[config.mk]
export PLATFORM = sky130hd
export DESIGN_NAME = program_memory_arbiter_flat
export DESIGN_NICKNAME = d
export VERILOG_FILES = /design/src/rtl/program_memory_arbiter_pkg.sv /design/src/rtl/program_memory_arbiter_if.sv /design/src/rtl/program_memory_arbiter_xlate.sv /design/src/rtl/program_memory_arbiter.sv /design/src/flat_wrapper.sv
export SDC_FILE = /design/constraint.sdc
export NUM_CORES = 1
export LEC_CHECK = 0
export ABC_AREA = 1
export CAP_MARGIN = 10
export CELL_PAD_IN_SITES_DETAIL_PLACEMENT = 0
export CELL_PAD_IN_SITES_GLOBAL_PLACEMENT = 1
export CORE_MARGIN = 10
export CORE_UTILIZATION = 25
export CTS_CLUSTER_SIZE = 12
export DETAILED_ROUTE_END_ITERATION = 8
export GPL_ROUTABILITY_DRIVEN = 0
export PLACE_DENSITY_LB_ADDON = 0.1
export SLEW_MARGIN = 30
export SYNTH_ARGS = -nofsm -noshare
export SYNTH_HDL_FRONTEND = slang
export SYNTH_SLANG_ARGS = --single-unit
[constraint.sdc]
create_clock -name clk -period 2.8 [get_ports clk]
set_clock_uncertainty 0.15 [all_clocks]
set_input_delay 0.84 -clock clk [delete_from_list [all_inputs] [get_ports clk]]
set_output_delay 0.84 -clock clk [all_outputs]
set_load 0.02 [all_outputs]
[src/rtl/program_memory_arbiter_pkg.sv]
// Shared types, defaults and address helpers for the program memory arbiter.
// Helpers work on 64-bit zero-extended values so any DATA_WIDTH up to 64 can use them.
package prog_mem_arb_pkg;

  typedef enum logic {
    S_FETCH = 1'b0,
    S_DATA  = 1'b1
  } state_t;

  localparam logic [31:0] TEXT_BASE_DEFAULT = 32'h0040_0000;
  localparam int          WAIT_W            = 4;

  // Legal means word aligned, at or above the text base, and inside the ROM.
  function automatic logic addr_legal(input logic [63:0] addr,
                                      input logic [63:0] base,
                                      input logic [63:0] depth);
    logic [63:0] offset;
    offset = addr - base;
    return (addr[1:0] == 2'b00) && (addr >= base) && ((offset >> 2) < depth);
  endfunction

  function automatic logic [63:0] word_index(input logic [63:0] addr,
                                             input logic [63:0] base);
    return (addr - base) >> 2;
  endfunction

endpackage

[src/rtl/program_memory_arbiter_if.sv]
// Requester/ROM bus of the program memory arbiter: two request ports plus the ROM read port.
interface program_memory_arbiter_if #(
  parameter int DATA_WIDTH   = 32,
  parameter int MEMORY_DEPTH = 32
);
  localparam int ADDR_W = $clog2(MEMORY_DEPTH);

  logic                  fetch_req_i;
  logic [DATA_WIDTH-1:0] fetch_addr_i;
  logic                  fetch_gnt_o;
  logic                  fetch_valid_o;
  logic [DATA_WIDTH-1:0] fetch_data_o;
  logic                  fetch_err_o;

  logic                  data_req_i;
  logic [DATA_WIDTH-1:0] data_addr_i;
  logic                  data_gnt_o;
  logic                  data_valid_o;
  logic [DATA_WIDTH-1:0] data_data_o;
  logic                  data_err_o;

  logic [ADDR_W-1:0]     mem_addr_o;
  logic [DATA_WIDTH-1:0] mem_data_i;

  modport slave (
    input  fetch_req_i, fetch_addr_i, data_req_i, data_addr_i, mem_data_i,
    output fetch_gnt_o, fetch_valid_o, fetch_data_o, fetch_err_o,
    output data_gnt_o, data_valid_o, data_data_o, data_err_o, mem_addr_o
  );

  modport master (
    output fetch_req_i, fetch_addr_i, data_req_i, data_addr_i, mem_data_i,
    input  fetch_gnt_o, fetch_valid_o, fetch_data_o, fetch_err_o,
    input  data_gnt_o, data_valid_o, data_data_o, data_err_o, mem_addr_o
  );

endinterface

[src/rtl/program_memory_arbiter_xlate.sv]
// Byte address to ROM word index translation with legality check.
// Illegal addresses translate to index 0 so the ROM is never driven out of range.
module pm_addr_xlate
  import prog_mem_arb_pkg::*;
#(
  parameter int                    DATA_WIDTH   = 32,
  parameter int                    MEMORY_DEPTH = 32,
  parameter logic [DATA_WIDTH-1:0] TEXT_BASE    = DATA_WIDTH'(TEXT_BASE_DEFAULT),
  localparam int                   ADDR_W       = $clog2(MEMORY_DEPTH)
) (
  input  logic [DATA_WIDTH-1:0] addr,
  output logic [ADDR_W-1:0]     index,
  output logic                  legal
);

  logic [63:0] addr_ext;
  logic [63:0] base_ext;

  assign addr_ext = 64'(addr);
  assign base_ext = 64'(TEXT_BASE);
  assign legal    = addr_legal(addr_ext, base_ext, 64'(MEMORY_DEPTH));
  assign index    = legal ? ADDR_W'(word_index(addr_ext, base_ext)) : '0;

endmodule

[src/rtl/program_memory_arbiter.sv]
// Shares the single-read-port program ROM between instruction fetch and data loads.
// Fetch wins by default; a data request that loses MAX_WAIT times in a row gets priority.
module program_memory_arbiter
  import prog_mem_arb_pkg::*;
#(
  parameter int                    DATA_WIDTH   = 32,
  parameter int                    MEMORY_DEPTH = 32,
  parameter logic [DATA_WIDTH-1:0] TEXT_BASE    = DATA_WIDTH'(TEXT_BASE_DEFAULT),
  parameter int                    MAX_WAIT     = 3
) (
  input  logic                     clk,
  input  logic                     reset,
  program_memory_arbiter_if.slave  bus
);

  localparam int                ADDR_W   = $clog2(MEMORY_DEPTH);
  localparam logic [WAIT_W-1:0] WAIT_TOP = WAIT_W'(MAX_WAIT);

  state_t                  state_reg, state_next;
  logic [WAIT_W-1:0]       wait_cnt_reg, wait_cnt_next;
  logic                    fetch_gnt, data_gnt;

  logic [DATA_WIDTH-1:0]   sel_addr;
  logic [ADDR_W-1:0]       sel_index;
  logic                    sel_legal;
  logic [DATA_WIDTH-1:0]   resp_data;

  logic                    fetch_valid_reg, data_valid_reg;
  logic [DATA_WIDTH-1:0]   fetch_data_reg, data_data_reg;
  logic                    fetch_err_reg, data_err_reg;

  always_ff @(posedge clk or negedge reset) begin
    if (!reset) begin
      state_reg    <= S_FETCH;
      wait_cnt_reg <= '0;
    end else begin
      state_reg    <= state_next;
      wait_cnt_reg <= wait_cnt_next;
    end
  end

  // The counter only survives cycles where data keeps requesting and keeps losing.
  always_comb begin
    wait_cnt_next = wait_cnt_reg;
    if (!bus.data_req_i || data_gnt) begin
      wait_cnt_next = '0;
    end else if (wait_cnt_reg != WAIT_TOP) begin
      wait_cnt_next = wait_cnt_reg + 1'b1;
    end
  end

  always_comb begin
    state_next = state_reg;
    case (state_reg)
      S_FETCH: if (wait_cnt_next == WAIT_TOP) state_next = S_DATA;
      S_DATA:  if (data_gnt || !bus.data_req_i) state_next = S_FETCH;
      default: state_next = S_FETCH;
    endcase
  end

  always_comb begin
    fetch_gnt = 1'b0;
    data_gnt  = 1'b0;
    if (state_reg == S_DATA) begin
      if (bus.data_req_i)       data_gnt  = 1'b1;
      else if (bus.fetch_req_i) fetch_gnt = 1'b1;
    end else begin
      if (bus.fetch_req_i)      fetch_gnt = 1'b1;
      else if (bus.data_req_i)  data_gnt  = 1'b1;
    end
  end

  assign sel_addr = data_gnt ? bus.data_addr_i : bus.fetch_addr_i;

  pm_addr_xlate #(
    .DATA_WIDTH   (DATA_WIDTH),
    .MEMORY_DEPTH (MEMORY_DEPTH),
    .TEXT_BASE    (TEXT_BASE)
  ) u_xlate (
    .addr  (sel_addr),
    .index (sel_index),
    .legal (sel_legal)
  );

  assign bus.mem_addr_o = (fetch_gnt || data_gnt) ? sel_index : '0;
  assign resp_data      = sel_legal ? bus.mem_data_i : '0;

  // Data/err registers only load on their own port's grant, so they hold between responses.
  always_ff @(posedge clk or negedge reset) begin
    if (!reset) begin
      fetch_valid_reg <= 1'b0;
      data_valid_reg  <= 1'b0;
      fetch_data_reg  <= '0;
      data_data_reg   <= '0;
      fetch_err_reg   <= 1'b0;
      data_err_reg    <= 1'b0;
    end else begin
      fetch_valid_reg <= fetch_gnt;
      data_valid_reg  <= data_gnt;
      if (fetch_gnt) begin
        fetch_data_reg <= resp_data;
        fetch_err_reg  <= !sel_legal;
      end
      if (data_gnt) begin
        data_data_reg <= resp_data;
        data_err_reg  <= !sel_legal;
      end
    end
  end

  assign bus.fetch_gnt_o   = fetch_gnt;
  assign bus.data_gnt_o    = data_gnt;
  assign bus.fetch_valid_o = fetch_valid_reg;
  assign bus.data_valid_o  = data_valid_reg;
  assign bus.fetch_data_o  = fetch_data_reg;
  assign bus.data_data_o   = data_data_reg;
  assign bus.fetch_err_o   = fetch_err_reg;
  assign bus.data_err_o    = data_err_reg;

endmodule
[src/flat_wrapper.sv]
// flat-port wrapper written by rule: the top's interface ports become plain ports
module program_memory_arbiter_flat import prog_mem_arb_pkg::*;
#(
  parameter int                    DATA_WIDTH   = 32,
  parameter int                    MEMORY_DEPTH = 32,
  parameter logic [DATA_WIDTH-1:0] TEXT_BASE    = DATA_WIDTH'(TEXT_BASE_DEFAULT),
  parameter int                    MAX_WAIT     = 3
)
  (clk, reset, bus_fetch_req_i, bus_fetch_addr_i, bus_data_req_i, bus_data_addr_i, bus_mem_data_i, bus_fetch_gnt_o, bus_fetch_valid_o, bus_fetch_data_o, bus_fetch_err_o, bus_data_gnt_o, bus_data_valid_o, bus_data_data_o, bus_data_err_o, bus_mem_addr_o);
  program_memory_arbiter_if #(.DATA_WIDTH(DATA_WIDTH), .MEMORY_DEPTH(MEMORY_DEPTH)) bus_i ();
  input  logic clk;
  input  logic reset;
  input wire logic [$bits(bus_i.fetch_req_i)-1:0] bus_fetch_req_i;
  input wire logic [$bits(bus_i.fetch_addr_i)-1:0] bus_fetch_addr_i;
  input wire logic [$bits(bus_i.data_req_i)-1:0] bus_data_req_i;
  input wire logic [$bits(bus_i.data_addr_i)-1:0] bus_data_addr_i;
  input wire logic [$bits(bus_i.mem_data_i)-1:0] bus_mem_data_i;
  output wire logic [$bits(bus_i.fetch_gnt_o)-1:0] bus_fetch_gnt_o;
  output wire logic [$bits(bus_i.fetch_valid_o)-1:0] bus_fetch_valid_o;
  output wire logic [$bits(bus_i.fetch_data_o)-1:0] bus_fetch_data_o;
  output wire logic [$bits(bus_i.fetch_err_o)-1:0] bus_fetch_err_o;
  output wire logic [$bits(bus_i.data_gnt_o)-1:0] bus_data_gnt_o;
  output wire logic [$bits(bus_i.data_valid_o)-1:0] bus_data_valid_o;
  output wire logic [$bits(bus_i.data_data_o)-1:0] bus_data_data_o;
  output wire logic [$bits(bus_i.data_err_o)-1:0] bus_data_err_o;
  output wire logic [$bits(bus_i.mem_addr_o)-1:0] bus_mem_addr_o;
  assign bus_i.fetch_req_i = bus_fetch_req_i;
  assign bus_i.fetch_addr_i = bus_fetch_addr_i;
  assign bus_i.data_req_i = bus_data_req_i;
  assign bus_i.data_addr_i = bus_data_addr_i;
  assign bus_i.mem_data_i = bus_mem_data_i;
  assign bus_fetch_gnt_o = bus_i.fetch_gnt_o;
  assign bus_fetch_valid_o = bus_i.fetch_valid_o;
  assign bus_fetch_data_o = bus_i.fetch_data_o;
  assign bus_fetch_err_o = bus_i.fetch_err_o;
  assign bus_data_gnt_o = bus_i.data_gnt_o;
  assign bus_data_valid_o = bus_i.data_valid_o;
  assign bus_data_data_o = bus_i.data_data_o;
  assign bus_data_err_o = bus_i.data_err_o;
  assign bus_mem_addr_o = bus_i.mem_addr_o;
  program_memory_arbiter #(.DATA_WIDTH(DATA_WIDTH), .MEMORY_DEPTH(MEMORY_DEPTH), .TEXT_BASE(TEXT_BASE), .MAX_WAIT(MAX_WAIT)) u_core (.clk(clk), .reset(reset), .bus(bus_i));
endmodule
Word level (Yosys, flattened, before mapping)
Index checks and enable logic that the tools add are counted.

Register bits after elaboration: 73. Output and inout port bits: 75. Input bits: 100.

Multiplexer cells: 15. Magnitude comparators: 2. $add $sub $neg: 2. Bitwise gates (word level): 1. Reduce and logical (&&, ||, !) cells: 7. Eq/ne operators: 2.

Operator list (count): $mux 32 (2); $lt 62x6->1 const B (1); $sub 32x23->33 const B (1); $ge 32x23->1 const B (1); $mux 5 (2); $mux 1 (8); $mux 4 (2); $add 4x1->4 const B (1); $eq 4x2->1 const B (1); $ne 4x2->1 const B (1); $logic_and 1x1->1 (2); $logic_not 1->1 (2); $logic_not 2->1 (1); $logic_or 1x1->1 (2); $pmux 1 s2 (1); $not 1->1 (1).

Depth between registers and ports, before layout
Gate-level depths: netlist of the first run.

Word-level depth: 9. Mapped depth: 13. Depth with buffers taken out: 12.

Modules after synthesis
Synthesis of the first run repeated with hierarchy kept, for this count alone.

Cells, all modules: 442. Area, all modules: 3443.3 um2.

By module, submodules not included: program_memory_arbiter (cells each 404, area an instance 3208.1 um2, instances 1); pm_addr_xlate (cells each 38, area an instance 235.2 um2, instances 1).

Least setup slack after synthesis of the first run
No wires, ideal clock.

Path kind: in2out. Start point: input port bus_data_req_i. End point: output port bus_mem_addr_o[0]. Path slack: -428 ps. Data arrival time: 2238 ps. Cell stages on the path: 11. Path through: buf_4 nand2_4 nand2_4 buf_4 nand2_1 nand2_1 nor2_1 nand2_1 nor2_4 o211ai_1 nor2_1.

Cells in the longest elaborated chain, start to end: 9. Elaborated cells between the ends (all ways): 15. Classes of those cells: add/sub (1); order compare (2); mux (8); reduce/logical (4).

Ends and longest elaborated chain: from (decl) (line flat_wrapper.sv:15) `input wire logic [$bits(bus_i.data_req_i)-1:0] bus_data_req_i;`; $mux 1 (line program_memory_arbiter.sv:65, program_memory_arbiter.sv:69); $mux 1 (line program_memory_arbiter.sv:68) `if (bus.fetch_req_i) fetch_gnt = 1'b1;`; $mux 1 (line program_memory_arbiter.sv:64) `if (state_reg == S_DATA) begin`; $mux 32 (line program_memory_arbiter.sv:73) `assign sel_addr = data_gnt ? bus.data_addr_i : bus.fetch_addr_i;`; $sub 32x23->33 (tied with other cells) (line program_memory_arbiter_pkg.sv:18) `offset = addr - base;`; $lt 62x6->1 or $logic_and 1x1->1 (tied branches) (line program_memory_arbiter_pkg.sv:19) `return (addr[1:0] == 2'b00) && (addr >= base) && ((offset >> 2) < depth);`; $logic_and 1x1->1 (line program_memory_arbiter_pkg.sv:19); $mux 5 (line program_memory_arbiter_xlate.sv:22) `assign index = legal ? ADDR_W'(word_index(addr_ext, base_ext)) : '0;`; $mux 5 * (line program_memory_arbiter.sv:85) `assign bus.mem_addr_o = (fetch_gnt || data_gnt) ? sel_index : '0;`; to (decl) (line flat_wrapper.sv:26) `output wire logic [$bits(bus_i.mem_addr_o)-1:0] bus_mem_addr_o;`.

Every way passes the cells marked *; elsewhere a longest branch is shown, timed or not.

Worst setup path after layout of the first run
Start point: input port bus_fetch_addr_i[14]. End point: output port bus_mem_addr_o[3].

Cells in the longest elaborated chain, start to end: 6. Elaborated cells between the ends (all ways): 8. Classes of those cells: add/sub (1); order compare (2); mux (3); reduce/logical (2).

Ends and longest elaborated chain: from (decl) (line flat_wrapper.sv:14) `input wire logic [$bits(bus_i.fetch_addr_i)-1:0] bus_fetch_addr_i;`; $mux 32 * (line program_memory_arbiter.sv:73); $sub 32x23->33 or $ge 32x23->1 (tied branches) (line program_memory_arbiter_pkg.sv:18, program_memory_arbiter_pkg.sv:19); $lt 62x6->1 or $logic_and 1x1->1 (tied branches) (line program_memory_arbiter_pkg.sv:19); $logic_and 1x1->1 * (line program_memory_arbiter_pkg.sv:19); $mux 5 * (line program_memory_arbiter_xlate.sv:22); $mux 5 * (line program_memory_arbiter.sv:85).

Marked as above.

==> results of run 1 <==
-- how the worst max path moves through the flow --
stage / startpoint / cells past startpoint / slack, ns / end
global placement: bus_data_req_i / 14 / -1.35 / bus_mem_addr_o[1]
detailed placement: bus_data_req_i / 14 / -1.38 / bus_mem_addr_o[0]
CTS: bus_data_req_i / 14 / -0.51 / bus_mem_addr_o[3]
floorplan: bus_data_req_i / 11 / -0.39 / bus_mem_addr_o[0]
global route: bus_data_req_i / 14 / -0.57 / bus_mem_addr_o[3]
finish: bus_fetch_addr_i[14] / 10 / -0.45 / bus_mem_addr_o[3]
-- kinds of logic after synthesis --
kind of cell	share of synthesized area, %
muxes	1.472
DFF	53.74
buffers and inverters	5.962
xor gates and xnor gates	0.7731
adders and majority gates	0.3680
AOI/OAI and AO/OA	9.643
and+or+nand+nor	28.05
-- cells in the final DEF (no fill, tap or decap), drive strengths merged, types with 3 or more instances in the layout --
| cell | count |
|---|---|
| nor2 | 56 |
| nand2 | 97 |
| a21oi | 27 |
| clkdlybuf4s50 | 127 |
| clkbuf | 11 |
| dlygate4sd2 | 37 |
| nor3 | 3 |
| nand3b | 3 |
| buf | 30 |
| inv | 19 |
| nand3 | 48 |
| mux2i | 5 |
| o21ai | 37 |
| clkinv | 4 |
| dfrtp | 73 |
-- metal layers --
layer / global-route usage, % / vias to the layer above / share of wire [%]
met5: 0 / - / 0
li1: - / 1667 / -
met4: 3.728 / 0 / 1.2
met1: 13.86 / 1564 / 39
met3: 5.792 / 12 / 9.5
met2: 22.54 / 101 / 50
-- metrics by stage --
stage | cell area [sq um] | util (%) | setup TNS, ns | hold WS (ns) | power [uW]
2_1_floorplan | 3437 | - | -1.905 | 0.3937 | 1345
3_3_place_gp | 5410 | 40.69 | -32.22 | 0.3162 | 1663
3_5_place_dp | 5410 | 40.69 | -34.48 | 0.3241 | 1667
4_1_cts | 5798 | 43.61 | -2.423 | 0.3057 | 2917
5_1_grt | 5823 | 43.80 | -2.780 | 0.3223 | 2998
6_report | 5823 | 43.80 | -2.256 | 0.2918 | 2867
-- repair_timing --
action,in CTS,in global routing
setup endpoints to repair,66,6
gates resized for setup,99,6
buffers inserted,3,0
cloned,0,0
pin swaps,46,7
endpoints found under the hold margin,0,0
-- report_power, final --
group	internal [uW]	leakage (uW)	total, uW	switching, uW
combinational	258	0.00144	502	243
sequential	1110	0.000959	1130	27.9
clock	802	0.000159	1230	428
total	2170	0.00256	2870	700
-- synthesized netlist by cell type --
cell type and number:
xor2_1 2, inv_2 2, ha_1 1, buf_4 6
inv_1 17, dfrtp_1 73, nor2_4 2, clkinv_1 1
nand3b_1 3, clkbuf_1 12, nand3_1 39, xnor2_1 1
buf_1 1, o211ai_1 1, buf_6 3, nor4_1 1
nand2_4 2, nand3_2 9, nand2_2 3, nor2_1 54
mux2i_1 5, nand2_1 92, o21ai_0 3, a21oi_1 27
nor3_1 3, o21ai_1 34, or2_2 2
-- layout make-up --
| class | count | area share (%) |
|---|---|---|
| Inverter | 20 | 1.289 |
| Clock inverter | 5 | 1.354 |
| Sequential cell | 73 | 31.37 |
| Multi-Input combinational cell | 284 | 25.27 |
| Tap cell | 176 | 3.782 |
| Timing Repair Buffer | 196 | 32.77 |
| Clock buffer | 11 | 4.168 |
==> results.tsv, run 1 <==
stage	metric	value	unit
synth	Syn Inst Count	399	
drt	routed via count	3344	
cts	cts bufs inserted	9	
layout	Non-Filler Instances	765	
cts	worst skew pair latency	0.33	ns
layout	multi-input logic area	0.001471	sq mm
layout	area delta synth->final	71.29	%
synth	post-synth top area share	53.74	%
global_routing	first-pass GRT wire length	18860	microns
worst_setup_path	R2R Path End	u_core.bus.data_data_o[30]	
cts	H-Tree Depth	3	
run_status	outcome	complete, but fails checks	
sta	Slew @ Worst Pin	0.6392	ns
cts	CTS root buf	clkbuf_16	
place	port bufs	174	
worst_setup_path	CP Class	input pin to output port	
pwr	PwrDens	492.4	mW/mm^2
worst_setup_path	CP startpoint kind	input pin	
global_routing	number of global-route vias before repair	3574	
job	Max-cap violations	0	
die	Die Ht	136.6	microns
run_status	failing checks	setup timing	
worst_setup_path	CP max stage delay	0.43	ns
sta	Fmax	0.3073	GHz
worst_setup_path	WP data required	1.81	ns
global_routing	largest net degree at the start of global routing	60	
layout	Reg area	0.001827	sq mm
drt	drt pass-1 iters	4	
die	core area	0.01330	sq mm
sta	Final Slew Violations	0	
cts	clock sink count	73	
global_routing	initial antenna violation count	0	
synth	synth warn	0	
die	Rows	42	
synth	Synth area leaders	dfrtp_1 (54%), nand2_1 (10%), nor2_1 (6.0%)	
worst_setup_path	buffers and inverters on the worst path	3	
layout	number of diodes	0	
worst_setup_path	critical-path maximum fanout	5	
die	die span in x	136.6	microns
drt	Vias/cell	4.371	
worst_setup_path	slowest CP cell	clkdlybuf4s50_1	
worst_setup_path	Worst R2R Path Depth	12	
sta	Final Hold Viols	0	
cts	TritonCTS clock tree	yes	
sta	final count of negative-setup-slack endpoints	5	
sta	Max transition margin	57.38	%
drt	Detailed Route Iter0 Violations	90	
die	starting density of the core	25.57	%
cts	CTS Hold Buffers Added	0	
synth	Netlist cell types	27	
drt	DR DRC count	0	
worst_setup_path	critical path's top delay family	buffers and inverters	
sta	Period minus WS final	3.254	ns
die	Die Area	0.01866	sq mm
worst_setup_path	CP dominant cell by count	nor2_4	
worst_setup_path	R2R Path Start	u_core.state_reg	
min_path	Hold Path Class	input pin to async pin	
drt	WL/cell	15.77	microns
place	Inst Count DP	746	
die	I/O pins	175	
layout	fraction of layout cells with a size suffix above 1	13.24	%
global_routing	total track usage	12.95	%
sta	RSZ-0062 raised after global routing	yes	
place	post-DP HPWL	9078	microns
cts	Worst-path clk slew	0.06	ns
worst_setup_path	Reg2Reg Setup Slack	0.54	ns
synth	Post-Syn Area	0.003400	sq mm
synth	sequential-to-total area share from yosys stat	53.74	%
synth	post-synth top area cell	dfrtp_1	
place	Setup WS pre-CTS	-1.375	ns
layout	nets@finish	685	
sta	Final Cycle Share	116.2	%
worst_setup_path	element type at the critical path end	output port	
pwr	Max VDD drop	0.0003192	V
synth	syn avg cell area	8.520	sq um
synth	#FFs+latches synth	73	
drt	drt total wl	12070	microns
global_routing	gr ovfl total	0	
pwr	Pleak	0.002563	uW
synth	Net Count, Synth	500	
worst_setup_path	CP Cell Sequence	clkdlybuf4s50_1 > nor3_2 > nand3_1 > nand2_1 > nand2_2 > nor2_4 > o211ai_1 > buf_4 > nor2_4 > buf_6	
cts	CTS max path bufs	2	
layout	number of fill cells	1371	
drt	ANT nets after route	0	
sta	Final Worst Setup Slack	-0.4540	ns
worst_setup_path	WP data arrival	2.26	ns
Power figures use the tool's default switching activity.
==> run 2, diff against run 1 <==
--- a/config.mk
+++ b/config.mk
@@ -15,7 +15,7 @@
 export DETAILED_ROUTE_END_ITERATION = 8
 export GPL_ROUTABILITY_DRIVEN = 0
 export PLACE_DENSITY_LB_ADDON = 0.1
-export SLEW_MARGIN = 30
+export SLEW_MARGIN = 20
 export SYNTH_ARGS = -nofsm -noshare
 export SYNTH_HDL_FRONTEND = slang
 export SYNTH_SLANG_ARGS = --single-unit
==> constraint.sdc (replaced) <==
create_clock -name clk -period 2.7 [get_ports clk]
set_clock_uncertainty 0.15 [all_clocks]
set_input_delay 0.81 -clock clk [delete_from_list [all_inputs] [get_ports clk]]
set_output_delay 0.81 -clock clk [all_outputs]
set_load 0.02 [all_outputs]
==> results.tsv, run 2 (same netlist as run 1, synthesis figures left out) <==
stage	metric	value	unit	change
run_status	outcome	complete, but fails checks		unchanged
run_status	failing checks	setup timing		unchanged
sta	Slew @ Worst Pin	0.6229	ns	was 0.6392 ns
global_routing	largest net degree at the start of global routing	60		unchanged
worst_setup_path	CP Class	input pin to output port		unchanged
die	I/O pins	175		unchanged
cts	worst skew pair latency	0.33	ns	about the same
worst_setup_path	Worst R2R Path Depth	13		was 12
worst_setup_path	WP data arrival	2.24	ns	was 2.26 ns
drt	WL/cell	15.70	microns	was 15.77 microns
sta	final hold slack	0.2677	ns	was 0.2918 ns
worst_setup_path	CP max stage delay	0.40	ns	was 0.43 ns
drt	drt pass-1 iters	4		unchanged
layout	most common cell after layout, fill and taps aside	clkdlybuf4s50_1		unchanged
layout	fraction of layout cells with a size suffix above 1	14.26	%	was 13.24%
global_routing	first-pass GRT wire length	19200	microns	was 18860 microns
die	die span in x	136.6	microns	unchanged
sta	Final Slew Violations	0		unchanged
global_routing	total track usage	13.09	%	was 12.95%
sta	Final Hold Viols	0		unchanged
cts	TritonCTS clock tree	yes		unchanged
drt	DRT met1 WL	4901	microns	was 4742 microns
layout	nets@finish	692		was 685
worst_setup_path	CP startpoint kind	input pin		unchanged
drt	drt total wl	12120	microns	was 12070 microns
cts	CTS max path bufs	2		unchanged
drt	ANT nets after route	0		unchanged
sta	setup_tns	-2.472	ns	was -2.256 ns
sta	RSZ-0062 raised after global routing	yes		unchanged
layout	area delta synth->final	74.71	%	was 71.29%
worst_setup_path	slowest CP cell	clkdlybuf4s50_1		unchanged
worst_setup_path	WP data required	1.74	ns	was 1.81 ns
cts	Worst-path clk slew	0.06	ns	about the same
die	core area	0.01330	sq mm	unchanged
die	starting density of the core	25.57	%	unchanged
global_routing	number of global-route vias before repair	3537		was 3574
sta	Fmax	0.3127	GHz	
sta	Final Cycle Share	118.4	%	
pwr	PwrDens	509.1	mW/mm^2	was 492.4 mW/mm^2
cts	CTS Hold Buffers Added	0		unchanged
global_routing	initial antenna violation count	0		unchanged
worst_setup_path	element type at the critical path end	output port		unchanged
cts	clock sink count	73		unchanged
sta	Final Worst Setup Slack	-0.4975	ns	was -0.4540 ns
die	Die Ht	136.6	microns	unchanged
cts	H-Tree Depth	3		unchanged
drt	routed via count	3316		was 3344
pwr	Max VDD drop	0.0002387	V	was 0.0003192 V
sta	Max transition margin	58.47	%	was 57.38%
die	Rows	42		unchanged
job	Max-cap violations	0		unchanged
sta	final count of negative-setup-slack endpoints	5		unchanged
place	port bufs	174		unchanged
drt	DR DRC count	0		unchanged
sta	Period minus WS final	3.197	ns	
place	post-DP HPWL	8968	microns	was 9078 microns
drt	DR WL met2	6003	microns	was 6026 microns
pwr	Pleak	0.002619	uW	was 0.002563 uW
worst_setup_path	critical-path maximum fanout	5		unchanged
drt	Detailed Route Iter0 Violations	116		was 90
layout	commonest non-fill, non-tap cells in the layout	clkdlybuf4s50_1 (126), nand2_1 (88), dfrtp_1 (73), nor2_1 (48), nand3_1 (39)		was clkdlybuf4s50_1 (127), nand2_1 (88), dfrtp_1 (73), nor2_1 (48), nand3_1 (39)
drt	Vias/cell	4.295		was 4.371
drt	met3 WL	1110	microns	was 1151 microns
worst_setup_path	CP Cell Sequence	clkdlybuf4s50_1 > nand3b_1 > nand2_1 > inv_1 > nand2_1 > nand2_2 > nor2_4 > o211ai_1 > buf_4 > nor2_4 > buf_6		was clkdlybuf4s50_1 > nor3_2 > nand3_1 > nand2_1 > nand2_2 > nor2_4 > o211ai_1 > buf_4 > nor2_4 > buf_6
drt	highest routed metal layer	met4		unchanged
global_routing	gr ovfl total	0		unchanged
layout	number of diodes	0		unchanged
cts	CTS root buf	clkbuf_16		unchanged
die	Die Area	0.01866	sq mm	unchanged
min_path	Hold Path Class	input pin to async pin		unchanged
cts	cts bufs inserted	9		unchanged
[run 2: area by class of cell]
class / count / area, sq um
Timing Repair Buffer: 202 / 2009
Sequential cell: 73 / 1827
Tap cell: 176 / 220.2
Fill cell: 1306 / 7356
Clock buffer: 12 / 256.5
Clock inverter: 4 / 73.82
Multi-Input combinational cell: 285 / 1478
Inverter: 20 / 75.07
[run 2: report_power, final]
part           switching [uW]  internal, uW
sequential               28.7          1150
combinational             256           280
clock                     450           861
[run 2: per-layer routing]
| metal | vias up | track usage [%] |
|---|---|---|
| met5 | - | 0 |
| met1 | 1519 | 14.74 |
| li1 | 1685 | - |
| met3 | 8 | 5.499 |
| met4 | 0 | 3.373 |
| met2 | 104 | 22.33 |
[run 2: path summary, 6_finish.rpt]
kind	from	end	slack [ns]
worst min-delay path	reset	u_core.bus.fetch_data_o[8]	0.27
worst max-delay path	bus_fetch_addr_i[24]	bus_mem_addr_o[4]	-0.50
min in group clk	u_core.bus.fetch_data_o[13]	u_core.bus.fetch_data_o[13]	0.34
worst min register to register	u_core.bus.fetch_data_o[13]	u_core.bus.fetch_data_o[13]	0.34
worst max register to register	u_core.state_reg	u_core.bus.data_data_o[30]	0.37
max in group asynchronous	reset	u_core.bus.fetch_data_o[16]	1.54
[run 2: stage by stage]
step	util, %	power, uW	std cells	worst slack (ns)	instance area, sq um
2_1_floorplan	-	1395	399	-0.4322	3437
6_report	44.67	3024	772	-0.4975	5939
3_3_place_gp	40.69	1724	746	-1.394	5410
5_1_grt	44.67	3173	772	-0.6097	5939
3_5_place_dp	40.69	1727	746	-1.405	5410
4_1_cts	44.41	3078	769	-0.5265	5904
[run 2: worst max-delay path, delay by kind of cell]
| kind | cells | cell delay [ns] |
|---|---|---|
| AOI/OAI and AO/OA | 1 | 0.10 |
| buffers and inverters | 4 | 0.75 |
| and+or+nand+nor | 6 | 0.57 |
[run 2: what timing repair did]
item                                    CTS  global route
pin swaps                                48            13
endpoints found under the setup margin   73             6
resized for setup                       106             5
setup buffers                             6             3
endpoints found under the hold margin     0             0
cloned                                    1             0
